`src/rtl/pc_fetch_unit_pkg.sv`:
```
// Shared definitions for the fetch unit and the control decoder.
//   - opcode constants for the supported MIPS subset
//   - FSM state encoding (FETCH / EXEC / HALT)
//   - op_defined(): true for any opcode the datapath can execute
package pc_fetch_unit_pkg;

  localparam logic [5:0] OP_RTYPE    = 6'b000000;
  localparam logic [5:0] OP_ADDI     = 6'b001000;
  localparam logic [5:0] OP_BNE      = 6'b000101;
  localparam logic [5:0] OP_SLTI_ALT = 6'b101001;
  localparam logic [5:0] OP_XORI     = 6'b001110;
  localparam logic [5:0] OP_SLTI     = 6'b001010;
  localparam logic [5:0] OP_JAL      = 6'b000011;

  typedef enum logic [1:0] {
    FETCH = 2'd0,
    EXEC  = 2'd1,
    HALT  = 2'd2
  } state_e;

  function automatic logic op_defined(input logic [5:0] op);
    case (op)
      OP_RTYPE, OP_ADDI, OP_BNE, OP_SLTI_ALT,
      OP_XORI, OP_SLTI, OP_JAL: return 1'b1;
      default:                  return 1'b0;
    endcase
  endfunction

endpackage

```
`src/rtl/pc_fetch_unit_next_pc_sel.sv`:
```
// Next-PC selection (purely combinational).
// Ports:
//   pc_plus4  in  32  sequential PC
//   instr_idx in  26  jump index field, instr[25:0]
//   imm_ext   in  32  extended immediate (word offset)
//   jump      in   1  control Jump (highest priority)
//   branch    in   1  control Branch
//   br_taken  in   1  ALU branch condition
//   next_pc   out 32  selected next PC
module next_pc_sel
  import pc_fetch_unit_pkg::*;
(
  input  logic [31:0] pc_plus4,
  input  logic [25:0] instr_idx,
  input  logic [31:0] imm_ext,
  input  logic        jump,
  input  logic        branch,
  input  logic        br_taken,
  output logic [31:0] next_pc
);

  logic [31:0] jump_tgt;
  logic [31:0] br_tgt;

  // Jump stays inside the current 256 MB region of pc_plus4.
  assign jump_tgt = {pc_plus4[31:28], instr_idx, 2'b00};
  // Word offset scaled to bytes; the shift drops imm_ext[31:30], and the
  // modulo-2^32 add makes negative offsets branch backward.
  assign br_tgt   = pc_plus4 + (imm_ext << 2);

  always_comb begin
    next_pc = pc_plus4;
    if (jump)                    next_pc = jump_tgt;
    else if (branch && br_taken) next_pc = br_tgt;
  end

endmodule

```
`src/rtl/pc_fetch_unit.sv`:
```
// Fetch stage of the single-cycle MIPS datapath. Owns the PC, fetches each
// instruction over a req/ack handshake, holds it during execute, then
// advances the PC. An undefined opcode parks the unit in HALT until reset.
// Ports:
//   clk, reset              clock, synchronous active-high reset
//   imem_req/addr/ack/rdata instruction memory handshake
//   instr, op, instr_valid  latched instruction for decode/execute
//   exec_done, jump, branch, br_taken, imm_ext   execute-side results
//   pc, pc_plus4            current PC and link value for jal
//   halted                  sticky undefined-opcode fault
//   retired                 completed-instruction counter (wraps)
module pc_fetch_unit
  import pc_fetch_unit_pkg::*;
#(
  parameter logic [31:0] RESET_PC = 32'h0000_0000,
  parameter int          CNT_W    = 32
) (
  input  logic             clk,
  input  logic             reset,
  output logic             imem_req,
  output logic [31:0]      imem_addr,
  input  logic             imem_ack,
  input  logic [31:0]      imem_rdata,
  output logic [31:0]      instr,
  output logic [5:0]       op,
  output logic             instr_valid,
  input  logic             exec_done,
  input  logic             jump,
  input  logic             branch,
  input  logic             br_taken,
  input  logic [31:0]      imm_ext,
  output logic [31:0]      pc,
  output logic [31:0]      pc_plus4,
  output logic             halted,
  output logic [CNT_W-1:0] retired
);

  state_e             state_q, state_d;
  logic [31:0]        pc_q, pc_d;
  logic [31:0]        instr_q, instr_d;
  logic               imem_req_q, imem_req_d;
  logic               instr_valid_q, instr_valid_d;
  logic               halted_q, halted_d;
  logic [CNT_W-1:0]   retired_q, retired_d;
  logic [31:0]        next_pc;

  assign pc_plus4 = pc_q + 32'd4;

  next_pc_sel u_next_pc_sel (
    .pc_plus4  (pc_plus4),
    .instr_idx (instr_q[25:0]),
    .imm_ext   (imm_ext),
    .jump      (jump),
    .branch    (branch),
    .br_taken  (br_taken),
    .next_pc   (next_pc)
  );

  always_comb begin
    state_d   = state_q;
    pc_d      = pc_q;
    instr_d   = instr_q;
    retired_d = retired_q;
    case (state_q)
      FETCH: begin
        // imem_req_q is low for the first cycle after reset, so a stale
        // ack left over from before reset cannot be taken as a fetch.
        if (imem_req_q && imem_ack) begin
          instr_d = imem_rdata;
          state_d = op_defined(imem_rdata[31:26]) ? EXEC : HALT;
        end
      end
      EXEC: begin
        if (exec_done) begin
          pc_d      = next_pc;
          retired_d = retired_q + CNT_W'(1);
          state_d   = FETCH;
        end
      end
      HALT:    state_d = HALT;
      default: state_d = HALT;
    endcase
    // Outputs are registered from the next state so they line up with it.
    imem_req_d    = (state_d == FETCH);
    instr_valid_d = (state_d == EXEC);
    halted_d      = (state_d == HALT);
  end

  always_ff @(posedge clk) begin
    if (reset) begin
      state_q       <= FETCH;
      pc_q          <= RESET_PC;
      instr_q       <= 32'd0;
      imem_req_q    <= 1'b0;
      instr_valid_q <= 1'b0;
      halted_q      <= 1'b0;
      retired_q     <= '0;
    end else begin
      state_q       <= state_d;
      pc_q          <= pc_d;
      instr_q       <= instr_d;
      imem_req_q    <= imem_req_d;
      instr_valid_q <= instr_valid_d;
      halted_q      <= halted_d;
      retired_q     <= retired_d;
    end
  end

  assign imem_req    = imem_req_q;
  assign imem_addr   = pc_q;
  assign instr       = instr_q;
  assign op          = instr_q[31:26];
  assign instr_valid = instr_valid_q;
  assign pc          = pc_q;
  assign halted      = halted_q;
  assign retired     = retired_q;

endmodule

```
`config.mk`:
```
export PLATFORM = sky130hd
export DESIGN_NAME = pc_fetch_unit
export DESIGN_NICKNAME = d
export VERILOG_FILES = /design/src/rtl/pc_fetch_unit_pkg.sv /design/src/rtl/pc_fetch_unit_next_pc_sel.sv /design/src/rtl/pc_fetch_unit.sv
export SDC_FILE = /design/constraint.sdc
export NUM_CORES = 1
export LEC_CHECK = 0
export ABC_AREA = 1
export BUFFER_PORTS_ARGS = -buffer_cell sky130_fd_sc_hd__buf_2
export CORE_MARGIN = 2
export CORE_UTILIZATION = 50
export DETAILED_ROUTE_END_ITERATION = 10
export PLACE_DENSITY = 0.78
export SETUP_SLACK_MARGIN = 0.2
export SLEW_MARGIN = 20
export SYNTH_ARGS = -nofsm -noshare
export SYNTH_HDL_FRONTEND = slang
export SYNTH_SLANG_ARGS = --single-unit
export TNS_END_PERCENT = 20
```
`constraint.sdc`:
```
create_clock -name clk -period 3.4 [get_ports clk]
set_input_delay 0.17 -clock clk [delete_from_list [all_inputs] [get_ports clk]]
set_output_delay 0.17 -clock clk [all_outputs]
set_load 0.02 [all_outputs]
```
# --- Word-level counts from Yosys, hierarchy flattened ---
# Cells that the tools add are included.
word_totals:
  register_bits: 101
  word_cells: 36
  input_bits: 71
  mem_count: 0
  out_inout_bits: 169
  mem_bits_ro: 0
  mem_bits_rw: 0
  latchBits: 0
classes:
  n_lt_le_gt_ge: 0
  n_mux: 9
  div_mod_pow: 0
  bitwise: 0
  n_mul: 0
  addsub: 3
  shift: 0
  reduce_logical: 8
  eq_ne: 9
op_table:
  columns: ["operator", "count"]
  rows:
  - ["$mux W32", 2]
  - ["$add A32 B1 Y32 const B", 1]
  - ["$add A32 B3 Y32 const B", 1]
  - ["$add A32 B32 Y32", 1]
  - ["$eq A6 B4 Y1 const B", 3]
  - ["$reduce_or A7 Y1", 1]
  - ["$eq A6 B2 Y1 const B", 1]
  - ["$eq A6 B3 Y1 const B", 1]
  - ["$eq A6 B6 Y1 const B", 1]
  - ["$logic_not A6 Y1", 1]
  - ["$mux W2", 3]
  - ["$eq A2 B1 Y1 const B", 2]
  - ["$logic_not A2 Y1", 2]
  - ["$pmux W2 S2", 1]
  - ["$reduce_and A2 Y1", 2]
  - ["$mux W1", 3]
  - ["$eq A2 B2 Y1 const B", 1]
  - ["$logic_and A1 B1 Y1", 2]

# --- Logic depth before layout (Yosys ltp) ---
# Gate-level depths: netlist (run 1).
logic_depth:
  ltp_word: 9
  ltp_mapped: 24

# --- Cells and area by module ---
# A second synthesis (run 1) with hierarchy kept.
hier_totals:
  hier_cells: 1301
  area_unflattened_um2: 7812.5
modules_own_cells:
  columns: ["module", "area_each_um2", "instances", "cells_each"]
  rows:
  - ["pc_fetch_unit", 5113.7, 1, 748]
  - ["next_pc_sel", 2698.8, 1, 553]

# --- Worst setup path before layout (run 1) ---
# No wires, ideal clock.
synth_path:
  path_kind: "register -> register"
  start: "register pc_q[2], in the netlist imem_addr[2]"
  end: "register pc_q[18], in the netlist imem_addr[18]"
  path_stages_with_launch: 17
  t_arrival_ps: 2993
  setup_ps: 132
  synth_period_minus_slack_ps: 3125
  setup_slack_ps: 275
  n_path_buf: 0
  path_cell_list: "dfxtp_1 > ha_1 > nand2_1 > nor2_4 > nand2_2 > nor2_4 > xor2_1 > ha_1 > nand2_1 > inv_1 > a21oi_1 > o21ai_0 > a21o_1 > nand2_1 > nand2_1 > o21ai_0 > a21oi_1"
synth_between:
  elab_chain_cells: 4
synth_rtl:
  columns: ["item", "line", "source"]
  rows:
  - ["start, declared", "pc_fetch_unit.sv:39", "logic [31:0] pc_q, pc_d;"]
  - ["start signal, assigned", "pc_fetch_unit.sv:100", "pc_q <= pc_d;"]
  - ["$add A32 B3 Y32", "pc_fetch_unit.sv:47", "assign pc_plus4 = pc_q + 32'd4;"]
  - ["via pc_plus4[12]", "pc_fetch_unit.sv:33", "output logic [31:0] pc_plus4,"]
  - ["$add A32 B32 Y32", "pc_fetch_unit_next_pc_sel.sv:29", "assign br_tgt = pc_plus4 + (imm_ext << 2);"]
  - ["$mux W32", "pc_fetch_unit_next_pc_sel.sv:34", "else if (branch && br_taken) next_pc = br_tgt;"]
  - ["$mux W32", "pc_fetch_unit_next_pc_sel.sv:33", "if (jump) next_pc = jump_tgt;"]
# The timed path passes the listed nets, and every way through them passes these cells.
# A chain may end at the register's enable or synchronous reset.

# --- Worst setup path in the final report (run 1) ---
layout_path:
  start: "register pc_q[17], in the netlist imem_addr[17]"
  end: "register pc_q[30], in the netlist imem_addr[30]"
layout_between:
  elab_chain_cells: 4
layout_rtl:
  columns: ["item", "line"]
  rows:
  - ["$add A32 B3 Y32 *", "pc_fetch_unit.sv:47"]
  - ["$add A32 B32 Y32", "pc_fetch_unit_next_pc_sel.sv:29"]
  - ["$mux W32", "pc_fetch_unit_next_pc_sel.sv:34"]
  - ["$mux W32 *", "pc_fetch_unit_next_pc_sel.sv:33"]
# Every way passes the cells marked *; elsewhere a longest branch is shown, timed or not.

==> metrics.md, run 1 <==
| Metric | Value |
|---|---|
| Vias in the first global route | `8133` |
| Cell area after synthesis | `~0.008 sq mm` |
| Clk buf depth | `2` |
| CP cell instances | `inv_1 -> nor3_1 -> nand2_1 -> nor3_2 -> xor2_2 -> ha_1 -> a21oi_1 -> nand2_1 -> o21bai_1 -> buf_4 -> a21oi_1 -> nand2_1 -> nand2_1 -> nand3_1 -> nand2_1 -> a21oi_1` |
| Clock slew at reported path FFs | `80 ps` |
| Die height | `~130 um` |
| CP most frequent cell | `nand2_1` |
| Layout Nets | `1595` |
| Post-synthesis sequential area ratio | `25.4%` |
| Max_cap viols | `0` |
| Max Clock Skew | `around 11 ps` |
| Leak pwr | `0.00506 uW` |
| Outcome | `finished clean` |
| Number of enable flip-flop cells after synthesis | `0` |
| Setup violators final | `0` |
| Fmax | `roughly 0.32 GHz` |
| Global-route wire length before repair | `41600 um` |
| Root Buffer Master | `clkbuf_16` |
| Pre-CTS worst setup slack | `around 210 ps` |
| Total power | `between 2000 and 3000 uW` |
| RSZ-0062 raised after global routing | `true` |
| Fin util | `63.0%` |
| Setup tns final | `0 ps` |
| Max H-tree Level | `3` |
| Total GRT Usage | `between 30% and 40%` |
| Synth Warn # | `0` |
| Final setup margin | `302 ps` |
| Critical path class | `reg -> reg` |
| I/O Buffers | `roughly 230` |
| CP startpoint kind | `flip-flop` |
| Pwr/cell area | `between 200 and 300 mW/mm^2` |
| Yosys reg bits | `99` |
| Tmin final | `roughly 3100 ps` |
| Gr ovfl total | `0` |
| FFs w/ async S/R, synth | `0%` |
| Mapped Cells | `1269` |
| Die ar. | `0.0166 sq mm` |
| Layout cells sized above 1 | `25.5%` |
| Synth area leader | `dfxtp_1` |
| IR drop worst, VDD | `between 0.3 and 0.4 mV` |
| Post-synth top area share | `roughly a quarter` |
| Worst min path class | `in -> reg` |
| DR DRC count | `0` |
| Mean post-synth cell area | `between 6 and 7 sq um` |
| Ys flop type | `dfxtp_1` |
| Crit-path max FO | `5` |
| Initial antenna violation count | `0` |
| Drt first-iter violations | `~800` |
| Area contributors post-synth | `dfxtp_1 (25%), nand2_1 (16%), inv_1 (7.9%)` |
| Crit path largest cell delay | `a little over 400 ps` |
| TritonCTS Sinks | `slightly below 100` |
| Diodes inserted | `0` |
| Largest net degree at the start of global routing | `slightly above 40` |
| Final Hold Vio Count | `0` |
| IO Pins | `240` |
| Nature of the critical path endpoint | `flip-flop` |
| Vias | `between 9000 and 10000` |
| TritonCTS clock tree | `yes` |
| Wire length per cell | `~16 um` |
| CP arrival | `3320 ps` |
| Rows | `45` |
| Cts bufs inserted | `9` |
| GP Congestion | `between 0.9 and 1` |
| Period utilization | `91.1%` |
| Initial core utilization | `about half` |
| Dpl hpwl | `21800 um` |
| Hold_buf cts | `0` |
| Slew margin rel. | `about a third` |
| Die width | `between 100 and 150 um` |
| Antenna viol nets, final | `0` |
| Post-synthesis cell type count | `between 50 and 60` |
| Fillers | `between 1500 and 2000` |
| Core Area | `between 0.015 and 0.02 sq mm` |
| Worst EP required | `around 3600 ps` |
| Drt via density | `5.42` |
| Worst-Margin Slew | `slightly above 1000 ps` |
| Routed WL | `about 27000 um` |
| Worst skew pair latency | `between 300 and 400 ps` |
| Slowest library cell on the worst path | `dfxtp_2` |
| Final slew viol count | `0` |
| Layout area overhead | `22.9%` |
| Dpl cell area | `roughly 0.009 sq mm` |
| Final Instance Area | `roughly 0.0096 sq mm` |
| First-pass DRT Iterations | `5` |
power by group:
group / switching [uW] / internal [uW]
Combinational: 295 / 148
Clock: 499 / 532
Sequential: 34.3 / 1200
cells by family after synthesis:
group / synth area share, %
AO/OA/AOI/OAI: 14.8
XOR/XNOR: 3.36
adder cells (fa/ha/maj): 6.20
buffers and inverters: 13.9
flip-flops: 25.4
other: 0.0481
AND/OR/NAND/NOR: 36.2
metal layers:
| layer | up-vias | part of all wire (%) | global-route usage (%) |
|---|---|---|---|
| met1 | 4129 | 43 | 43.7 |
| met4 | 0 | 3.3 | 10.4 |
| li1 | 4449 | - | - |
| met3 | 57 | 9.0 | 4.74 |
| met5 | - | 0 | 0 |
| met2 | 461 | 45 | 52.7 |
worst max-delay path, delay by kind of cell (launching register included):
family                   cells  cell delay (ps)
AO/OA/AOI/OAI                4              610
XOR/XNOR                     1              270
adder cells (fa/ha/maj)      1              320
buffers and inverters        2              250
flip-flops                   1              410
AND/OR/NAND/NOR              8             1110
cells in the mapped netlist (2+ instances only):
cell type,number
ha_1,37
a21oi_2,2
nand2_2,5
xor2_1,21
nand4_1,16
and3_1,5
or2_2,2
o21bai_1,8
inv_2,6
a21o_1,5
clkbuf_1,28
inv_1,164
nor3_1,24
a31oi_1,3
o21a_1,3
o211ai_1,4
nor2_4,4
nor4_4,2
nand2_1,342
xnor2_1,7
o221ai_1,4
buf_4,42
or2_1,2
a21oi_1,97
nand3_1,65
nor2_1,149
nand3b_1,4
nor3_2,11
dfxtp_1,99
o21ai_0,77
nor2_2,8
o22ai_1,3
clkinv_1,2
state kept, by name, indices dropped and copies added, names as in the netlist:
| name | cells |
|---|---|
| instr_valid | 1 |
| instr | 32 |
| imem_req | 1 |
| state_q | 2 |
| imem_addr | 30 |
| halted | 1 |
| retired | 32 |
placed cells by master (no fill, tap or decap), types with 7 or more instances in the layout:
master / Yosys / routed
nand2_1: 342 / 337
buf_2: 1 / 231
inv_1: 164 / 164
nor2_1: 149 / 139
a21oi_1: 97 / 95
dfxtp_1: 99 / 86
o21ai_0: 77 / 74
nand3_1: 65 / 64
buf_4: 42 / 43
ha_1: 37 / 33
nor3_1: 24 / 20
nand4_1: 16 / 16
xor2_1: 21 / 16
nor2_2: 8 / 15
nor3_2: 11 / 15
dfxtp_2: 0 / 12
nand2_2: 5 / 10
clkbuf_16: 0 / 9
o21bai_1: 8 / 8
nor2_4: 4 / 7
xnor2_1: 7 / 7
final cells by class:
cell class / instances / area (sq um) / share of cell area [%]
inverters: 172 / 646 / 6.74
clock inverters: 6 / 60.1 / 0.627
clock buffers: 10 / 239 / 2.50
multi-input cells: 930 / 4920 / 51.3
repair buffers: 274 / 1480 / 15.4
flip-flops and latches: 99 / 2000 / 20.9
well taps: 188 / 235 / 2.46
path summary, 6_finish.rpt:
| kind | startpoint | endpoint | slack [ps] | cells past startpoint |
|---|---|---|---|---|
| min reg2reg | retired[31] | retired[31] | 470 | 2 |
| max | imem_addr[17] | imem_addr[30] | 300 | 16 |
| min | imem_rdata[1] | instr[1] | 40 | 3 |
| max reg2reg | imem_addr[17] | imem_addr[30] | 300 | 16 |
through the flow:
step	instances	hold WS, ps
after floorplan	1274	305
after global placement	1660	394
after detailed placement	1660	397
after CTS	1676	32.6
after global routing	1679	50.9
final	1679	37.1
repair_timing:
action | 4_1_cts | 5_1_grt
buffers inserted | 0 | 3
setup endpoints to repair | 1 | 18
pin swaps | 0 | 4
resized for setup | 1 | 54
No activity file was read; power rests on OpenSTA's default activity.
==> run 2, diff against run 1 <==
- CORE_MARGIN: 2 -> 5
- PLACE_DENSITY: 0.78 -> 0.81
- TNS_END_PERCENT: 20 -> not set
==> run 2 against run 1 <==
First-iteration DRC count up 16%. Global-route usage down 2.1 points. Clock power up 6%. Wire length up 3.2%. Design area up 0.69%. Combinational power about the same. Sequential power about the same. Clock-buffer cell count down 1. Clock skew down 2.4 ps. Register-to-register slack better by 60 ps. Critical path type unchanged. Largest power group unchanged.
==> metrics.md, run 2 (synthesis gave the netlist of run 1 again) <==
| Metric | Value |
|---|---|
| Outcome | `finished clean (unchanged)` |
| TritonCTS clock tree | `yes (unchanged)` |
| Fmax | `0.329 GHz (was 0.323 GHz)` |
| IO Pins | `240 (unchanged)` |
| Period utilization | `89.4% (was 91.1%)` |
| Vias in the first global route | `8224 (was 8133)` |
| Hold_ws | `29.2 ps (was 37.1 ps)` |
| Met3 routed WL | `2580 um (was 2440 um)` |
| Gr ovfl total | `0 (unchanged)` |
| Crit-path max FO | `4 (was 5)` |
| Final slew viol count | `0 (unchanged)` |
| Clk buf depth | `2 (unchanged)` |
| I/O Buffers | `231 (unchanged)` |
| Pwr/cell area | `288 mW/mm^2 (was 283 mW/mm^2)` |
| Clock slew at reported path FFs | `80 ps (about the same)` |
| Max Clock Skew | `8.10 ps (was 10.5 ps)` |
| Final Hold Vio Count | `0 (unchanged)` |
| Antenna viol nets, final | `0 (unchanged)` |
| Cts bufs inserted | `9 (unchanged)` |
| Setup violators final | `0 (unchanged)` |
| Slew margin rel. | `45.1% (was 32.4%)` |
| First-pass DRT Iterations | `6 (was 5)` |
| Dpl hpwl | `22400 um (was 21800 um)` |
| Rows | `45 (unchanged)` |
| TritonCTS Sinks | `99 (unchanged)` |
| Met2 wire len | `12700 um (was 12300 um)` |
| Max_cap viols | `0 (unchanged)` |
| Core Area | `0.0153 sq mm (was 0.0152 sq mm)` |
| Drt first-iter violations | `931 (was 801)` |
| Die height | `135 um (was 129 um)` |
| Root Buffer Master | `clkbuf_16 (unchanged)` |
| CP arrival | `3320 ps (about the same)` |
| Reg2reg start | `imem_addr[17] (unchanged)` |
| Setup tns final | `0 ps (unchanged)` |
| Die width | `135 um (was 129 um)` |
| Hold path depth | `3 (unchanged)` |
| Initial core utilization | `51.1% (was 51.2%)` |
| Critical path class | `reg -> reg (unchanged)` |
| Largest net degree at the start of global routing | `41 (unchanged)` |
| Vias | `9085 (was 9096)` |
| Diodes inserted | `0 (unchanged)` |
| Highest layer used for signal routing | `met4 (unchanged)` |
| GP Congestion | `0.981 (was 0.995)` |
| Most frequent cells in the layout | `nand2_1 (335), buf_2 (231), inv_1 (163), nor2_1 (141), a21oi_1 (91) (was nand2_1 (337), buf_2 (231), inv_1 (164), nor2_1 (139), a21oi_1 (95))` |
| Hold Startpoint | `imem_rdata[1] (unchanged)` |
| Worst skew pair latency | `360 ps (was 350 ps)` |
| Layout cells sized above 1 | `25.7% (was 25.5%)` |
| WL met1 | `12000 um (was 11600 um)` |
| Hold-critical path endpoint | `instr[1] (unchanged)` |
| Leak pwr | `0.00512 uW (was 0.00506 uW)` |
| Tmin final | `3040 ps (was 3100 ps)` |
| Initial antenna violation count | `0 (unchanged)` |
| Nature of the critical path endpoint | `flip-flop (unchanged)` |
| Layout Nets | `1593 (was 1595)` |
| RSZ-0062 raised after global routing | `true (unchanged)` |
| DR DRC count | `0 (unchanged)` |
| Worst EP required | `3680 ps (was 3620 ps)` |
| Die ar. | `0.0182 sq mm (was 0.0166 sq mm)` |
| Layout area overhead | `23.8% (was 22.9%)` |
| Drt via density | `5.35 (was 5.42)` |
| Most common cell after layout, fill and taps aside | `nand2_1 (unchanged)` |
| Routed WL | `28100 um (was 27200 um)` |
| Wire length per cell | `16.5 um (was 16.2 um)` |
| Worst-Margin Slew | `822 ps (was 1010 ps)` |
| CP startpoint kind | `flip-flop (unchanged)` |
| R2R cell count | `18 (was 16)` |
| Reg-to-Reg End | `imem_addr[22] (was imem_addr[30])` |
| Global-route wire length before repair | `43500 um (was 41600 um)` |
| Total GRT Usage | `30.1% (was 32.2%)` |
| IR drop worst, VDD | `0.286 mV (was 0.316 mV)` |
| Reg-to-reg slack, setup | `360 ps (was 300 ps)` |
| Max H-tree Level | `3 (unchanged)` |
| Hold_buf cts | `0 (unchanged)` |
| Worst min path class | `in -> reg (unchanged)` |
==> run 2: layout make-up <==
type                       count  area (sq um)
timing repair buffer         272          1460
fill                        1441          5620
sequential                    99          2000
multi-input combinational    930          4960
clock inverter                 6          81.3
inverter                     172           646
clock buffer                   9           225
tap                          211           264
==> run 2: per-stage QoR <==
step           power, uW  instances  util [%]  setup WS (ps)  instance area [sq um]
2_1_floorplan       1530       1274         -            275                   7810
3_3_place_gp        1680       1680      59.4            239                   9070
3_5_place_dp        1690       1680      59.4            156                   9070
4_1_cts             2760       1698      61.6            208                   9400
5_1_grt             2870       1699      63.2            124                   9640
6_report            2770       1699      63.2            359                   9640
==> run 2: worst max-delay path: stages (launching register included) <==
cell,delay [ps]
dfxtp_1,350
buf_4,150
inv_1,80
nor3_1,250
nand2_1,170
nor3_2,220
xor2_1,100
buf_4,170
ha_1,350
a21oi_1,190
nand2_1,110
o21bai_2,220
inv_1,80
nand3_1,70
nand2_1,60
nand3_1,90
nand2_1,120
nand2_1,60
a21oi_1,120
==> run 2: where the power goes <==
group	internal, uW	switching (uW)
clock	586	509
sequential	1200	36.3
combinational	148	297
total	1930	842
==> run 2: worst max path at each step <==
stage	to	start
CTS	imem_addr[25]	imem_addr[3]
finish	imem_addr[22]	imem_addr[17]
detailed placement	imem_addr[25]	imem_addr[3]
global placement	imem_addr[25]	imem_addr[3]
floorplan	imem_addr[18]	imem_addr[2]
global route	imem_addr[25]	imem_addr[3]
==> run 2: per-layer routing <==
layer  up-vias  GRT usage, %
met4         0          9.62
met2       445          48.4
met1      4121          41.3
li1       4454             -
met5         -             0
met3        65          4.73
==> run 2: repair_timing <==
item / CTS / global route
setup buffers: 3 / 1
endpoints found under the setup margin: 7 / 21
resized for setup: 1 / 63
pin swaps: 2 / 5
